## src/rtl/rr_arbiter4.sv

```systemverilog
`default_nettype none
// ============================================================================
//  Module   : rr_arbiter4
//  Purpose  : Four-requester round-robin arbiter with grant hold and timeout
//             preemption. The winner is encoded as a one-hot grant plus a
//             2-bit index and a valid flag. Once granted, the owner keeps
//             the resource until it drops its request or is revoked after
//             MAX_HOLD cycles. Every release is followed by one dead cycle.
//  Ports    :
//    clk       in   1  rising-edge clock
//    rst       in   1  asynchronous, active-high reset
//    req       in   4  request vector, req[i] held high until done
//    gnt       out  4  one-hot grant, zero when no owner
//    gnt_id    out  2  binary index of the owner, zero when idle
//    gnt_valid out  1  high while a grant is active (equals |gnt)
//    timeout   out  1  one-cycle pulse on the cycle a grant is revoked
//  Revision : 1.0 - initial release
// ============================================================================
module rr_arbiter4 #(
  parameter int MAX_HOLD = 16,  // 0 disables the timeout
  parameter int HOLD_W   = 8    // MAX_HOLD must fit in HOLD_W bits
) (
  input  logic       clk,
  input  logic       rst,
  input  logic [3:0] req,
  output logic [3:0] gnt,
  output logic [1:0] gnt_id,
  output logic       gnt_valid,
  output logic       timeout
);

  localparam logic [0:0] c_IDLE  = 1'b0;
  localparam logic [0:0] c_GRANT = 1'b1;

  localparam logic [HOLD_W-1:0] c_CNT_SAT  = {HOLD_W{1'b1}};
  localparam logic [HOLD_W-1:0] c_MAX_HOLD = HOLD_W'(MAX_HOLD);

  logic [0:0]        r_state;
  logic [1:0]        r_ptr;
  logic [HOLD_W-1:0] r_hold_cnt;
  logic [3:0]        r_gnt;
  logic [1:0]        r_gnt_id;
  logic              r_gnt_valid;
  logic              r_timeout;

  // Requests rotated so that bit 0 corresponds to the current ptr; the first
  // set bit of the rotated vector is the offset of the winner from ptr.
  logic [7:0] w_req_dbl;
  logic [3:0] w_rot;
  logic [1:0] w_off;
  logic [1:0] w_winner;
  logic       w_owner_req;
  logic       w_expire;

  assign w_req_dbl = {req, req};
  assign w_rot     = w_req_dbl[r_ptr +: 4];

  always_comb begin
    w_off = 2'd0;
    if (w_rot[0])      w_off = 2'd0;
    else if (w_rot[1]) w_off = 2'd1;
    else if (w_rot[2]) w_off = 2'd2;
    else if (w_rot[3]) w_off = 2'd3;
  end

  assign w_winner    = r_ptr + w_off;
  assign w_owner_req = req[r_gnt_id];
  // The owner dropping its request takes precedence over expiry, so a
  // release coinciding with the limit is reported as a normal release.
  assign w_expire    = (MAX_HOLD != 0) && (r_hold_cnt == c_MAX_HOLD);

  always_ff @(posedge clk or posedge rst) begin
    if (rst) begin
      r_state     <= c_IDLE;
      r_ptr       <= 2'd0;
      r_hold_cnt  <= '0;
      r_gnt       <= 4'b0000;
      r_gnt_id    <= 2'd0;
      r_gnt_valid <= 1'b0;
      r_timeout   <= 1'b0;
    end else begin
      case (r_state)
        c_IDLE: begin
          r_timeout <= 1'b0;
          if (req != 4'b0000) begin
            r_state     <= c_GRANT;
            r_gnt       <= 4'b0001 << w_winner;
            r_gnt_id    <= w_winner;
            r_gnt_valid <= 1'b1;
            r_hold_cnt  <= {{(HOLD_W-1){1'b0}}, 1'b1};
          end
        end
        c_GRANT: begin
          if (!w_owner_req || w_expire) begin
            // Release: the dead cycle in IDLE is the resource turnaround.
            r_state     <= c_IDLE;
            r_gnt       <= 4'b0000;
            r_gnt_id    <= 2'd0;
            r_gnt_valid <= 1'b0;
            r_ptr       <= r_gnt_id + 2'd1;
            r_timeout   <= w_owner_req;
          end else begin
            r_timeout <= 1'b0;
            if (r_hold_cnt != c_CNT_SAT) begin
              r_hold_cnt <= r_hold_cnt + 1'b1;
            end
          end
        end
        default: begin
          r_state <= c_IDLE;
        end
      endcase
    end
  end

  assign gnt       = r_gnt;
  assign gnt_id    = r_gnt_id;
  assign gnt_valid = r_gnt_valid;
  assign timeout   = r_timeout;

endmodule
`default_nettype wire
```

## config.mk

```make
export PLATFORM = sky130hd
export DESIGN_NAME = rr_arbiter4
export DESIGN_NICKNAME = d
export VERILOG_FILES = /design/src/rtl/rr_arbiter4.sv
export SDC_FILE = /design/constraint.sdc
export NUM_CORES = 1
export LEC_CHECK = 0
export CAP_MARGIN = 20
export CORE_ASPECT_RATIO = 2
export CORE_MARGIN = 4
export CORE_UTILIZATION = 40
export CTS_CLUSTER_DIAMETER = 40
export DETAILED_ROUTE_END_ITERATION = 8
export GPL_TIMING_DRIVEN = 1
export PLACE_DENSITY_LB_ADDON = 0.15
export SLEW_MARGIN = 20
export SYNTH_ARGS = -nofsm -noshare
export SYNTH_HDL_FRONTEND = slang
export SYNTH_SLANG_ARGS = --single-unit
```

## constraint.sdc

```tcl
create_clock -name clk -period 5.7 [get_ports clk]
set_clock_uncertainty 0.05 [all_clocks]
set_input_delay 0.57 -clock clk [delete_from_list [all_inputs] [get_ports clk]]
set_output_delay 0.57 -clock clk [all_outputs]
set_load 0.02 [all_outputs]
```

Word-level counts from Yosys, hierarchy flattened. Index checks and enable logic that the tools add are counted.

Bitwise operators: 1. $lt $le $gt $ge: 1. Multiplexer cells: 24. Equal/unequal tests: 6. Shifts and indexed selects: 2. Add/subtract/negate cells: 3. Reductions and logical operators: 6.

Operators with widths (number): $mux 8 (3); $pmux 8 s2 (1); $mux 2 (6); $add 8x1->8 const B (1); $eq 8x5->1 const B (1); $mux 4 (2); $ne 8x8->1 const B (1); $pmux 4 s2 (1); $shiftx 8x3->4 (1); $mux 1 (6); $pmux 1 s2 (3); $ne 2x1->1 const B (2); $ne 2x2->1 const B (2); $pmux 2 s2 (1); $reduce_and 2->1 (2); $reduce_bool 4->1 (1); $shl 1x2->4 const A (1); $lt 2x3->1 const B (1); $reduce_and 3->1 (1); $add 2x1->2 const B (1); $add 2x2->2 (1); $bmux 1 s2 (1); $logic_not 1->1 (1); $logic_or 1x1->1 (1); $not 1->1 (1).

Output and inout port bits: 8. Word-level logic and storage cells: 50. Register bits after elaboration: 19.

Logic depth before layout (Yosys ltp). Gate-level depths: netlist (run 1).

Depth after elaboration: 9. Gate-level depth with buffers: 9.

Least setup slack after synthesis (run 1). Ideal clock, no wire load.

Path type: input to register. From: input req[2]. To: register r_gnt[2], in the netlist gnt[2]. Slack: 3.724 ns. Stages: 7. Data required time: 5.528 ns. Data arrival time: 1.804 ns. Cell sequence: o311ai_0 -> o21ai_0 -> o221ai_1 -> ha_1 -> xor2_1 -> xnor2_2 -> a32o_1.

Longest elaborated chain between the ends: 9.

Ends and longest elaborated chain: start, declared (line 25) `input logic [3:0] req,`; $shiftx 8x3->4 (line 56) `assign w_rot = w_req_dbl[r_ptr +: 4];`; $mux 2 (line 63) `else if (w_rot[3]) w_off = 2'd3;`; $mux 2 (line 62) `else if (w_rot[2]) w_off = 2'd2;`; $mux 2 (line 61) `else if (w_rot[1]) w_off = 2'd1;`; $mux 2 (line 60) `if (w_rot[0]) w_off = 2'd0;`; $add 2x2->2 (line 66) `assign w_winner = r_ptr + w_off;`; $shl 1x2->4 (line 87) `r_gnt <= 4'b0001 << w_winner;`; $mux 4 (line 85) `if (req != 4'b0000) begin`; $pmux 4 s2 (line 82) `case (r_state)`; end signal, assigned (line 87); end, declared (line 41) `logic [3:0] r_gnt;`.

Several ways; a longest one is shown, not always the timed one. The select of a mux whose other input is x is not followed. A chain may end at the register's enable or synchronous reset.

Final worst setup path (run 1).
From: input req[3]. To: register r_gnt[2], in the netlist gnt[2].

The elaborated chain is that of the path after synthesis.

==> metrics.cfg, run 1 <==
[clocking]
cts_hold_buf = 0
cts-htree-levels = 1
cts_tree = yes
cts_sinks = 19
cts_buffer_depth = 2
cts_setup_buffers = 0
cts-resized-gates = 0
cts_made_buffers = 3
cts_root_buffer = clkbuf_8
clkTransAtPathRegs_ns = 0.07
clkLatencyLatePin_ns = 0.25

[final_layout]
n_fill_cell = 268
syn_to_final_growth_pct = 17.6
register_area_sq_um = 475
layout-drive-gt1-share = 0.109
multi_input_comb_area_sq_um = 607
nets = 139
diodes = 0
instances_no_fill = 158

[global_route]
grt_usage = 0.146
grt_start_max_net_pins = 20
gr-total-overflow = 0
grt_pass1_vias = 931
antenna_found_initial = 0
grt_pass1_wl_mm = 4.15

[timing]
worstMarginPinSlew_ns = 1.00
grt_setup_unrepaired = no
setup_viol = 0
min_period_over_period = 0.438
finalHoldViolations = 0
fin_setup_tns_ns = 0
slew-limit-headroom = 0.331
timing.fmax_mhz = 401
slew_viol_final = 0
fin_crit_ns = 2.50

[synthesis]
synth_xor_area_frac = 0.0378
synthSimpleGateAreaFrac = 0.233
yosysTopAreaCell = dfrtp_1
ys_warn_count = 0
synth_cells = 115
post_synth.cell_area_avg_sq_um = 9.79
postSynthNetCount = 124
synthFlopType = dfrtp_1
ys_seq_elements = 19
synth_common_cells = 19 x dfrtp_1, 12 x nand2_1, 9 x nor2_1, 7 x inv_1, 7 x o21ai_0
synth_async_sr_flop_share = 1.00
post-synth-top-area-fraction = 0.422
yosysSeqAreaShare = 0.422
netlist_area_sq_um = 1130
ys_types = 45
yosysMostFrequentCell = dfrtp_1
synth_compound_area_frac = 0.188
synth_edf_count = 0
synth_top_family_by_area = simple AND/OR/NAND/NOR gates
ys_top_cells_by_area = dfrtp_1 42%, nand2_1 4.0%, ha_1 3.3%, o21ai_0 3.1%, nor2_1 3.0%
yosys-mux-area-fraction = 0.0467
synth_adder_area_share = 0.0333

[worst_setup_path]
r2r_setup_slack_ns = 3.60
criticalPathCategory = in -> reg
timing.rr.end = gnt[2]
timing.rr.start = r_ptr[0]
arrival_ns = 2.59
crit_required_ns = 5.79
path_cells = clkdlybuf4s50_1 > inv_1 > o311ai_0 > o21ai_0 > o221ai_1 > ha_1 > xor2_1 > xnor2_2 > a32o_1
slowest_stage = clkdlybuf4s50_1
r2r_cells = 7
start_kind = input pin
crit_path_max_incr_delay_ns = 0.58
endpoint_kind = flop
critPathMaxFanout = 7

[route]
vias_per_cell = 5.75
drc = 0
drt-pass1-iter-count = 4
vias = 908
drt-initial-drc-count = 20
wl_mm = 2.42
detail-route-antenna-nets = 0
wl_per_cell_microns = 15.3

[outcome]
status = finished clean

[die]
die_area_sq_um = 3780
fp-row-count = 27
pin_count = 14
die_x_microns = 45.5
core_area_sq_um = 2740
start_util = 0.412
die-height_microns = 83.0

[placed_design]
io_buffers = 13
dp.cells = 154
gp_congestion = 0.787
dp_hpwl_mm = 1.85

[power_and_ir_drop]
p_leak_nw = 0.553
ir_drop_mv = 0.249
powerDensity_nw_per_um2 = 460

[worst_hold_path]
min-delay-start = gnt_valid
min_path_type = reg -> reg
hold_path_end = gnt_valid
whs_path_depth = 2

[job]
cap_violations = 0

[metrics by stage]
stage          total power, mW  area, sq um  hold slack, ns  utilization  worst slack [ns]
5_1_grt                  0.656         1320           0.469        0.484              3.04
2_1_floorplan            0.435         1130           0.438            -              3.72
4_1_cts                  0.617         1320           0.436        0.484              3.19
3_3_place_gp             0.514         1280           0.412        0.467              2.97
3_5_place_dp             0.522         1280           0.417        0.467              2.95
6_report                 0.609         1320           0.439        0.484              3.20
[how the worst max path moves through the flow]
stage | depth (start not counted) | to | from | slack, ns
floorplan | 7 | gnt[2] | req[2] | 3.72
global placement | 8 | gnt[2] | req[2] | 2.97
detailed placement | 9 | gnt[2] | req[3] | 2.95
CTS | 9 | gnt[2] | req[3] | 3.19
global route | 9 | gnt[2] | req[3] | 3.04
finish | 9 | gnt[2] | req[3] | 3.20
[worst max-delay path: cells and delay by family]
| kind | cells | cell delay (ns) |
|---|---|---|
| buffers and inverters | 2 | 0.66 |
| adder cells (fa/ha/maj) | 1 | 0.19 |
| XOR/XNOR | 2 | 0.36 |
| AO/OA/AOI/OAI | 4 | 0.81 |
[metal layers]
metal / part of all wire / vias to the layer above / GRT usage
met5: 0 / - / 0
met4: 0.033 / 0 / 0.0747
met3: 0.021 / 7 / 0.0260
met2: 0.56 / 13 / 0.259
met1: 0.38 / 441 / 0.151
li1: - / 447 / -
[logic make-up (layout without fill, tap and decap cells)]
logic type | count (synthesis) | after routing
buffers and inverters | 11 | 25
adder cells (fa/ha/maj) | 3 | 3
AO/OA/AOI/OAI | 29 | 29
flip-flops | 19 | 19
AND/OR/NAND/NOR | 45 | 45
XOR/XNOR | 4 | 4
multiplexers | 4 | 4
[cell type report]
cell class | instances | area share
Multi-Input combinational cell | 85 | 0.458
Sequential cell | 19 | 0.359
Inverter | 8 | 0.0227
Tap cell | 29 | 0.0274
Timing Repair Buffer | 13 | 0.0983
Clock buffer | 4 | 0.0340
[flip-flops by register name, summed over array words and instances, names as in the netlist]
name        cells
r_state         1
gnt             4
timeout         1
gnt_valid       1
gnt_id          2
r_hold_cnt      8
r_ptr           2
[cells in the final DEF, fill, tap and decap left out, types with 2 or more instances in the layout]
master | synthesis | layout
clkdlybuf4s50_1 | 0 | 13
clkbuf_8 | 0 | 3
xnor2_1 | 2 | 2
o2bb2ai_1 | 2 | 2
a32o_1 | 2 | 2
mux2i_1 | 3 | 3
dfrtp_1 | 19 | 19
a211oi_1 | 3 | 3
nand2b_1 | 3 | 3
ha_1 | 3 | 3
nand2_1 | 12 | 12
o21ai_0 | 7 | 7
nor2_1 | 9 | 9
a21o_1 | 2 | 2
a21oi_1 | 3 | 3
a22o_1 | 2 | 2
inv_1 | 7 | 7
and2_1 | 2 | 2
nand3_1 | 5 | 5
[power breakdown]
part | internal (mW) | total (mW) | switching (mW)
logic | 0.135 | 0.293 | 0.158
registers | 0.173 | 0.224 | 0.0516
clock network | 0.0497 | 0.0915 | 0.0418
Power figures use the tool's default switching activity.
==> inputs of run 2 (changes only) <==
==> constraint.sdc (replaced) <==
create_clock -name clk -period 2.18 [get_ports clk]
set_clock_uncertainty 0.05 [all_clocks]
set_input_delay 0.218 -clock clk [delete_from_list [all_inputs] [get_ports clk]]
set_output_delay 0.218 -clock clk [all_outputs]
set_load 0.02 [all_outputs]
==> run 2 against run 1 <==
Effect of this change:
- die area unchanged
- combinational power grew to 3.0 times the previous value
- clock power grew to 2.7 times the previous value
- critical path type unchanged
- critical endpoint is now gnt[0]
- largest cell class unchanged
==> metrics.cfg, run 2 (synthesis gave the netlist of run 1 again) <==
[outcome]
status = finished clean  ; unchanged

[worst_hold_path]
min_path_type = in -> async  ; was reg -> reg

[timing]
timing.fmax_mhz = 492
min_period_over_period = 0.931
fin_crit_ns = 2.03
slew_viol_final = 0  ; unchanged
worstMarginPinSlew_ns = 0.721  ; was 1.00 ns
layout_setup_ws_ns = 0.149  ; was 3.20 ns
slew-limit-headroom = 0.518  ; was 0.331
grt_setup_unrepaired = no  ; unchanged
setup_viol = 0  ; unchanged
fin_setup_tns_ns = 0  ; unchanged
holdWs_ns = 0.329  ; was 0.439 ns
finalHoldViolations = 0  ; unchanged

[worst_setup_path]
crit_path_max_incr_delay_ns = 0.51  ; was 0.58 ns
critPathMaxFanout = 5  ; was 7
crit_family = buffers and inverters  ; was compound AO/OA/AOI/OAI gates
path_buf_inv = 3  ; was 2
start_kind = input pin  ; unchanged
arrival_ns = 2.13  ; was 2.59 ns
endpoint_kind = flop  ; unchanged
slowest_stage = a2111oi_1  ; was clkdlybuf4s50_1
crit_required_ns = 2.28  ; was 5.79 ns
path_cells = clkdlybuf4s50_1 > buf_4 > nand2b_1 > a2111oi_1 > a211oi_2 > xnor2_2 > buf_4 > o2bb2ai_1  ; was clkdlybuf4s50_1 > inv_1 > o311ai_0 > o21ai_0 > o221ai_1 > ha_1 > xor2_1 > xnor2_2 > a32o_1
criticalPathCategory = in -> reg  ; unchanged
path_common_cell = buf_4

[route]
wl_per_cell_microns = 15.0  ; was 15.3 microns
wl_mm = 2.57  ; was 2.42 mm
drt-initial-drc-count = 20  ; unchanged
drt-pass1-iter-count = 4  ; unchanged
detail-route-antenna-nets = 0  ; unchanged
drc = 0  ; unchanged
vias = 964  ; was 908
vias_per_cell = 5.64  ; was 5.75

[placed_design]
io_buffers = 13  ; unchanged
dp.cells = 167  ; was 154
dpl-instance-area_sq_um = 1380  ; was 1280 sq um
dp_hpwl_mm = 2.01  ; was 1.85 mm
gp_congestion = 0.777  ; was 0.787
pre_cts_ws_ns = -0.127  ; was 2.95 ns

[final_layout]
regMostFlops = r_hold_cnt  ; unchanged
nets = 152  ; was 139
fin_area_sq_um = 1420  ; was 1320 sq um
layout-drive-gt1-share = 0.197  ; was 0.109
layout_common_cells = 18 x dfrtp_1, 13 x clkdlybuf4s50_1, 13 x buf_4, 12 x nand2_1, 9 x nor2_1  ; was 19 x dfrtp_1, 13 x clkdlybuf4s50_1, 12 x nand2_1, 9 x nor2_1
n_fill_cell = 271  ; was 268
instances_no_fill = 171  ; was 158
diodes = 0  ; unchanged
syn_to_final_growth_pct = 26.3  ; was 17.6%
layout_commonest_cell = dfrtp_1  ; unchanged
largest_reg_flops = 8  ; unchanged
fin_util = 0.520  ; was 0.484

[die]
die_x_microns = 45.5  ; unchanged
die-height_microns = 83.0  ; unchanged
fp-row-count = 27  ; unchanged
start_util = 0.412  ; unchanged
die_area_sq_um = 3780  ; unchanged
pin_count = 14  ; unchanged
core_area_sq_um = 2740  ; unchanged

[power_and_ir_drop]
ir_drop_mv = 0.567  ; was 0.249 mV
pwr-share-comb = 0.521  ; was 0.481
power_mw = 1.71  ; was 0.609 mW
intPower_mw = 1.02  ; was 0.357 mW
switching_share = 0.402  ; was 0.413
pwr-share-clk = 0.143  ; was 0.150
switching_power_mw = 0.686  ; was 0.252 mW
powerDensity_nw_per_um2 = 1200  ; was 460 nW/um^2
p_seq_frac = 0.336  ; was 0.369
p_leak_nw = 0.617  ; was 0.553 nW

[global_route]
gr-total-overflow = 0  ; unchanged
grt_pass1_wl_mm = 4.36  ; was 4.15 mm
grt_pass1_vias = 969  ; was 931
grt_usage = 0.155  ; was 0.146
antenna_found_initial = 0  ; unchanged
grt_start_max_net_pins = 20  ; unchanged

[clocking]
clkLatencyLatePin_ns = 0.26  ; was 0.25 ns
clkTransAtPathRegs_ns = 0.07  ; about the same
cts_made_buffers = 3  ; unchanged
cts-resized-gates = 0  ; unchanged
cts_root_buffer = clkbuf_8  ; unchanged
cts_tree = yes  ; unchanged
cts_buffer_depth = 2  ; unchanged
cts_sinks = 19  ; unchanged
cts-htree-levels = 1  ; unchanged
cts_hold_buf = 0  ; unchanged
cts_setup_buffers = 0  ; unchanged

[job]
cap_violations = 0  ; unchanged

-- run 2: changes by cell type in the layout (fill, tap and decap cells not counted), sizes merged --
cell	before	now
buf	0	13
-- run 2: routing by layer --
layer  up-vias  wire length [microns]  GRT usage  share of wire
li1        471                      -          -              -
met1       468                    995      0.169           0.39
met2        16                   1400      0.259           0.55
met3         9                     64     0.0195          0.025
met4         0                    106      0.101          0.041
met5         -                      0          0              0
-- run 2: cell type report --
cell class	instances	area (sq um)	area share
multi-input combinational	85	607	0.427
sequential	19	477	0.335
timing repair buffer	26	228	0.160
clock buffer	4	45.0	0.0317
tap	29	36.3	0.0255
inverter	8	30.0	0.0211
-- run 2: power by group through the flow --
stage	combinational [mW]	sequential [mW]	clock, mW
after floorplan	0.549	0.588	0
after global placement	0.876	0.573	0
after detailed placement	0.901	0.581	0
after CTS	0.906	0.575	0.252
after global routing	0.969	0.591	0.269
final	0.890	0.574	0.244
-- run 2: path summary, 6_finish.rpt --
kind | startpoint | to | slack (ns) | depth (start not counted)
max in group asynchronous | rst | r_ptr[0] | 1.25 | 2
setup / recovery | req[2] | gnt[0] | 0.15 | 8
hold / removal | rst | timeout | 0.33 | 2
min in group clk | gnt_valid | gnt_valid | 0.43 | 2
setup reg to reg | r_ptr[0] | gnt[3] | 0.16 | 7
hold reg to reg | gnt_valid | gnt_valid | 0.43 | 2
==> inputs of run 3 (changes only) <==
--- a/config.mk
+++ b/config.mk
@@ -5,6 +5,7 @@
 export SDC_FILE = /design/constraint.sdc
 export NUM_CORES = 1
 export LEC_CHECK = 0
+export ABC_AREA = 1
 export CAP_MARGIN = 20
 export CORE_ASPECT_RATIO = 2
 export CORE_MARGIN = 4
==> run 3 against run 2 <==
Effect of this change:
- fmax increased by 2.8%
- count of clock-buffer cells in the layout is 1 lower
- register-to-register slack gained 0.05 ns
- sequential cell count is the same
- setup slack better by 0.056 ns
- via count rose by 9.3%
- combinational power is 20% higher
- die area grew 5.8%
- hold slack better by 0.017 ns
- critical path depth grew 4
- synthesized cell count rose by 38%
- power up 11%
- highest routed layer unchanged
==> metrics.cfg, run 3 <==
[final_layout]
largest_reg_flops = 8  ; unchanged
layout_commonest_cell = nand2_1  ; was dfrtp_1
syn_to_final_growth_pct = 16.1  ; was 26.3%
fin_area_sq_um = 1400  ; was 1420 sq um
regMostFlops = r_hold_cnt  ; unchanged
fin_util = 0.498  ; was 0.520
diodes = 0  ; unchanged
instances_no_fill = 203  ; was 171
layout-drive-gt1-share = 0.138  ; was 0.197
nets = 184  ; was 152
layout_common_cells = 55 x nand2_1, 18 x dfrtp_1, 16 x nand3_1, 13 x clkdlybuf4s50_1, 10 x nor2_1  ; was 18 x dfrtp_1, 13 x clkdlybuf4s50_1, 13 x buf_4, 12 x nand2_1, 9 x nor2_1

[placed_design]
gp_congestion = 0.797  ; was 0.777
dp_hpwl_mm = 2.01  ; about the same
pre_cts_ws_ns = -0.00609  ; was -0.127 ns
io_buffers = 13  ; unchanged
dpl-instance-area_sq_um = 1350  ; was 1380 sq um
dp.cells = 199  ; was 167

[synthesis]
ys_types = 25  ; was 45
ys_warn_count = 0  ; unchanged
synth_async_sr_flop_share = 1.00  ; unchanged
ys_seq_elements = 19  ; unchanged
yosysMostFrequentCell = nand2_1  ; was dfrtp_1
postSynthNetCount = 168  ; was 124
netlist_area_sq_um = 1200  ; was 1130 sq um
post_synth.cell_area_avg_sq_um = 7.55  ; was 9.79 sq um
synthFlopType = dfrtp_1  ; unchanged
synth_common_cells = 55 x nand2_1, 19 x dfrtp_1, 16 x nand3_1, 10 x nor2_1, 8 x inv_1  ; was 19 x dfrtp_1, 12 x nand2_1, 9 x nor2_1, 7 x inv_1, 7 x o21ai_0
yosysTopAreaCell = dfrtp_1  ; unchanged
synth_cells = 159  ; was 115
synth_edf_count = 0  ; unchanged
yosysSeqAreaShare = 0.396  ; was 0.422
ys_top_cells_by_area = dfrtp_1 40%, nand2_1 17%, nand3_1 6.7%, o21ai_2 3.6%, xor2_1 3.6%  ; was dfrtp_1 42%, nand2_1 4.0%, ha_1 3.3%, o21ai_0 3.1%, nor2_1 3.0%
post-synth-top-area-fraction = 0.396  ; was 0.422

[power_and_ir_drop]
pwr-share-comb = 0.563  ; was 0.521
ir_drop_mv = 0.648  ; was 0.567 mV
powerDensity_nw_per_um2 = 1360  ; was 1200 nW/um^2
p_seq_frac = 0.309  ; was 0.336
intPower_mw = 0.988  ; was 1.02 mW
pwr-share-clk = 0.128  ; was 0.143
switching_power_mw = 0.908  ; was 0.686 mW
p_leak_nw = 0.676  ; was 0.617 nW
switching_share = 0.479  ; was 0.402

[die]
die_x_microns = 46.8  ; was 45.5 microns
die-height_microns = 85.5  ; was 83.0 microns
core_area_sq_um = 2800  ; was 2740 sq um
start_util = 0.428  ; was 0.412
die_area_sq_um = 4000  ; was 3780 sq um
pin_count = 14  ; unchanged
fp-row-count = 27  ; unchanged

[worst_setup_path]
arrival_ns = 2.07  ; was 2.13 ns
cp-startpoint = r_ptr[1]  ; was req[2]
r2r_setup_slack_ns = 0.21  ; was 0.16 ns
crit_required_ns = 2.27  ; was 2.28 ns
start_kind = flop  ; was input pin
endpoint_kind = flop  ; unchanged
critPathMaxFanout = 7  ; was 5
criticalPathCategory = reg -> reg  ; was in -> reg
timing.rr.start = r_ptr[1]  ; was r_ptr[0]

[global_route]
grt_start_max_net_pins = 20  ; unchanged
grt_pass1_wl_mm = 4.51  ; was 4.36 mm
grt_pass1_vias = 1068  ; was 969
antenna_found_initial = 0  ; unchanged
gr-total-overflow = 0  ; unchanged
grt_usage = 0.151  ; was 0.155

[timing]
timing.fmax_mhz = 506  ; was 492 MHz
grt_setup_unrepaired = no  ; unchanged
min_period_over_period = 0.906  ; was 0.931
slew_viol_final = 0  ; unchanged
slew-limit-headroom = 0.494  ; was 0.518
fin_crit_ns = 1.97  ; was 2.03 ns
finalHoldViolations = 0  ; unchanged
worstMarginPinSlew_ns = 0.758  ; was 0.721 ns
layout_setup_ws_ns = 0.205  ; was 0.149 ns
setup_viol = 0  ; unchanged

[outcome]
status = finished clean  ; unchanged

[job]
cap_violations = 0  ; unchanged

[clocking]
clkLatencyLatePin_ns = 0.25  ; was 0.26 ns
cts-htree-levels = 1  ; unchanged
clkTransAtPathRegs_ns = 0.07  ; about the same
cts_setup_buffers = 0  ; unchanged
cts_sinks = 19  ; unchanged
cts_buffer_depth = 2  ; unchanged
cts_hold_buf = 0  ; unchanged
cts_root_buffer = clkbuf_8  ; unchanged
cts_made_buffers = 3  ; unchanged
cts_tree = yes  ; unchanged

[route]
vias_per_cell = 5.19  ; was 5.64
drt-pass1-iter-count = 4  ; unchanged
drt-initial-drc-count = 25  ; was 20
detail-route-antenna-nets = 0  ; unchanged
vias = 1054  ; was 964
drc = 0  ; unchanged
wl_per_cell_microns = 12.5  ; was 15.0 microns
wl_mm = 2.53  ; was 2.57 mm

[worst_hold_path]
min_path_type = in -> async  ; unchanged

run 3: layout make-up:
class	instances	area, sq um
clock buffer	3	41.3
clock inverter	1	5.00
timing repair buffer	14	138
tap	29	36.3
fill	276	1410
sequential	19	477
inverter	14	52.6
multi-input combinational	123	646
run 3: metrics by stage:
stage	power, mW	setup TNS, ns	hold slack (ns)
floorplan	1.43	0	0.119
global placement	1.66	0	0.406
global route	2.11	0	0.404
finish	1.90	0	0.345
CTS	1.93	0	0.368
detailed placement	1.68	-0.0119	0.413
run 3: per-layer routing:
metal / routed length (microns) / track usage / vias up / share of wire
li1: - / - / 537 / -
met5: 0 / 0 / - / 0
met3: 61 / 0.0189 / 2 / 0.024
met1: 937 / 0.151 / 500 / 0.37
met4: 22 / 0.0605 / 0 / 0.0087
met2: 1510 / 0.286 / 15 / 0.60
run 3: power groups by stage:
stage               Sequential, mW  Clock (mW)  Combinational [mW]
finish                       0.586       0.242                1.07
global route                 0.604       0.274                1.24
CTS                          0.584       0.260                1.09
detailed placement           0.591           0                1.09
global placement             0.588           0                1.07
floorplan                    0.611           0               0.819
run 3: cells by family after synthesis:
group	after synthesis	share of synthesized area
buffers and inverters	17	0.0667
XOR/XNOR	6	0.0437
AND/OR/NAND/NOR	99	0.373
flip-flops	19	0.396
AO/OA/AOI/OAI	15	0.0896
adder cells (fa/ha/maj)	3	0.0313
run 3: final timing paths:
| path | cells past startpoint | to |
|---|---|---|
| min in group clk | 2 | gnt_valid |
| max in group asynchronous | 2 | r_ptr[0] |
| min reg2reg | 2 | gnt_valid |
| max | 12 | gnt[2] |
| max reg2reg | 12 | gnt[2] |
| min | 2 | r_hold_cnt[5] |
run 3: worst max-delay path, cell delays in order (launching register included):
cell and delay [ns]:
dfrtp_1 0.48, inv_1 0.15, nand3_1 0.09, nand2_1 0.08
nand3_1 0.06, a21boi_0 0.18, ha_1 0.19, xor2_1 0.18
inv_1 0.05, nand3_1 0.10, nand2_1 0.11, nand3_1 0.09
nand2_1 0.05
run 3: repair_timing:
action | 4_1_cts | 5_1_grt
setup endpoints to repair | 0 | 1
hold endpoints to repair | 0 | 0
resized for setup | 0 | 1
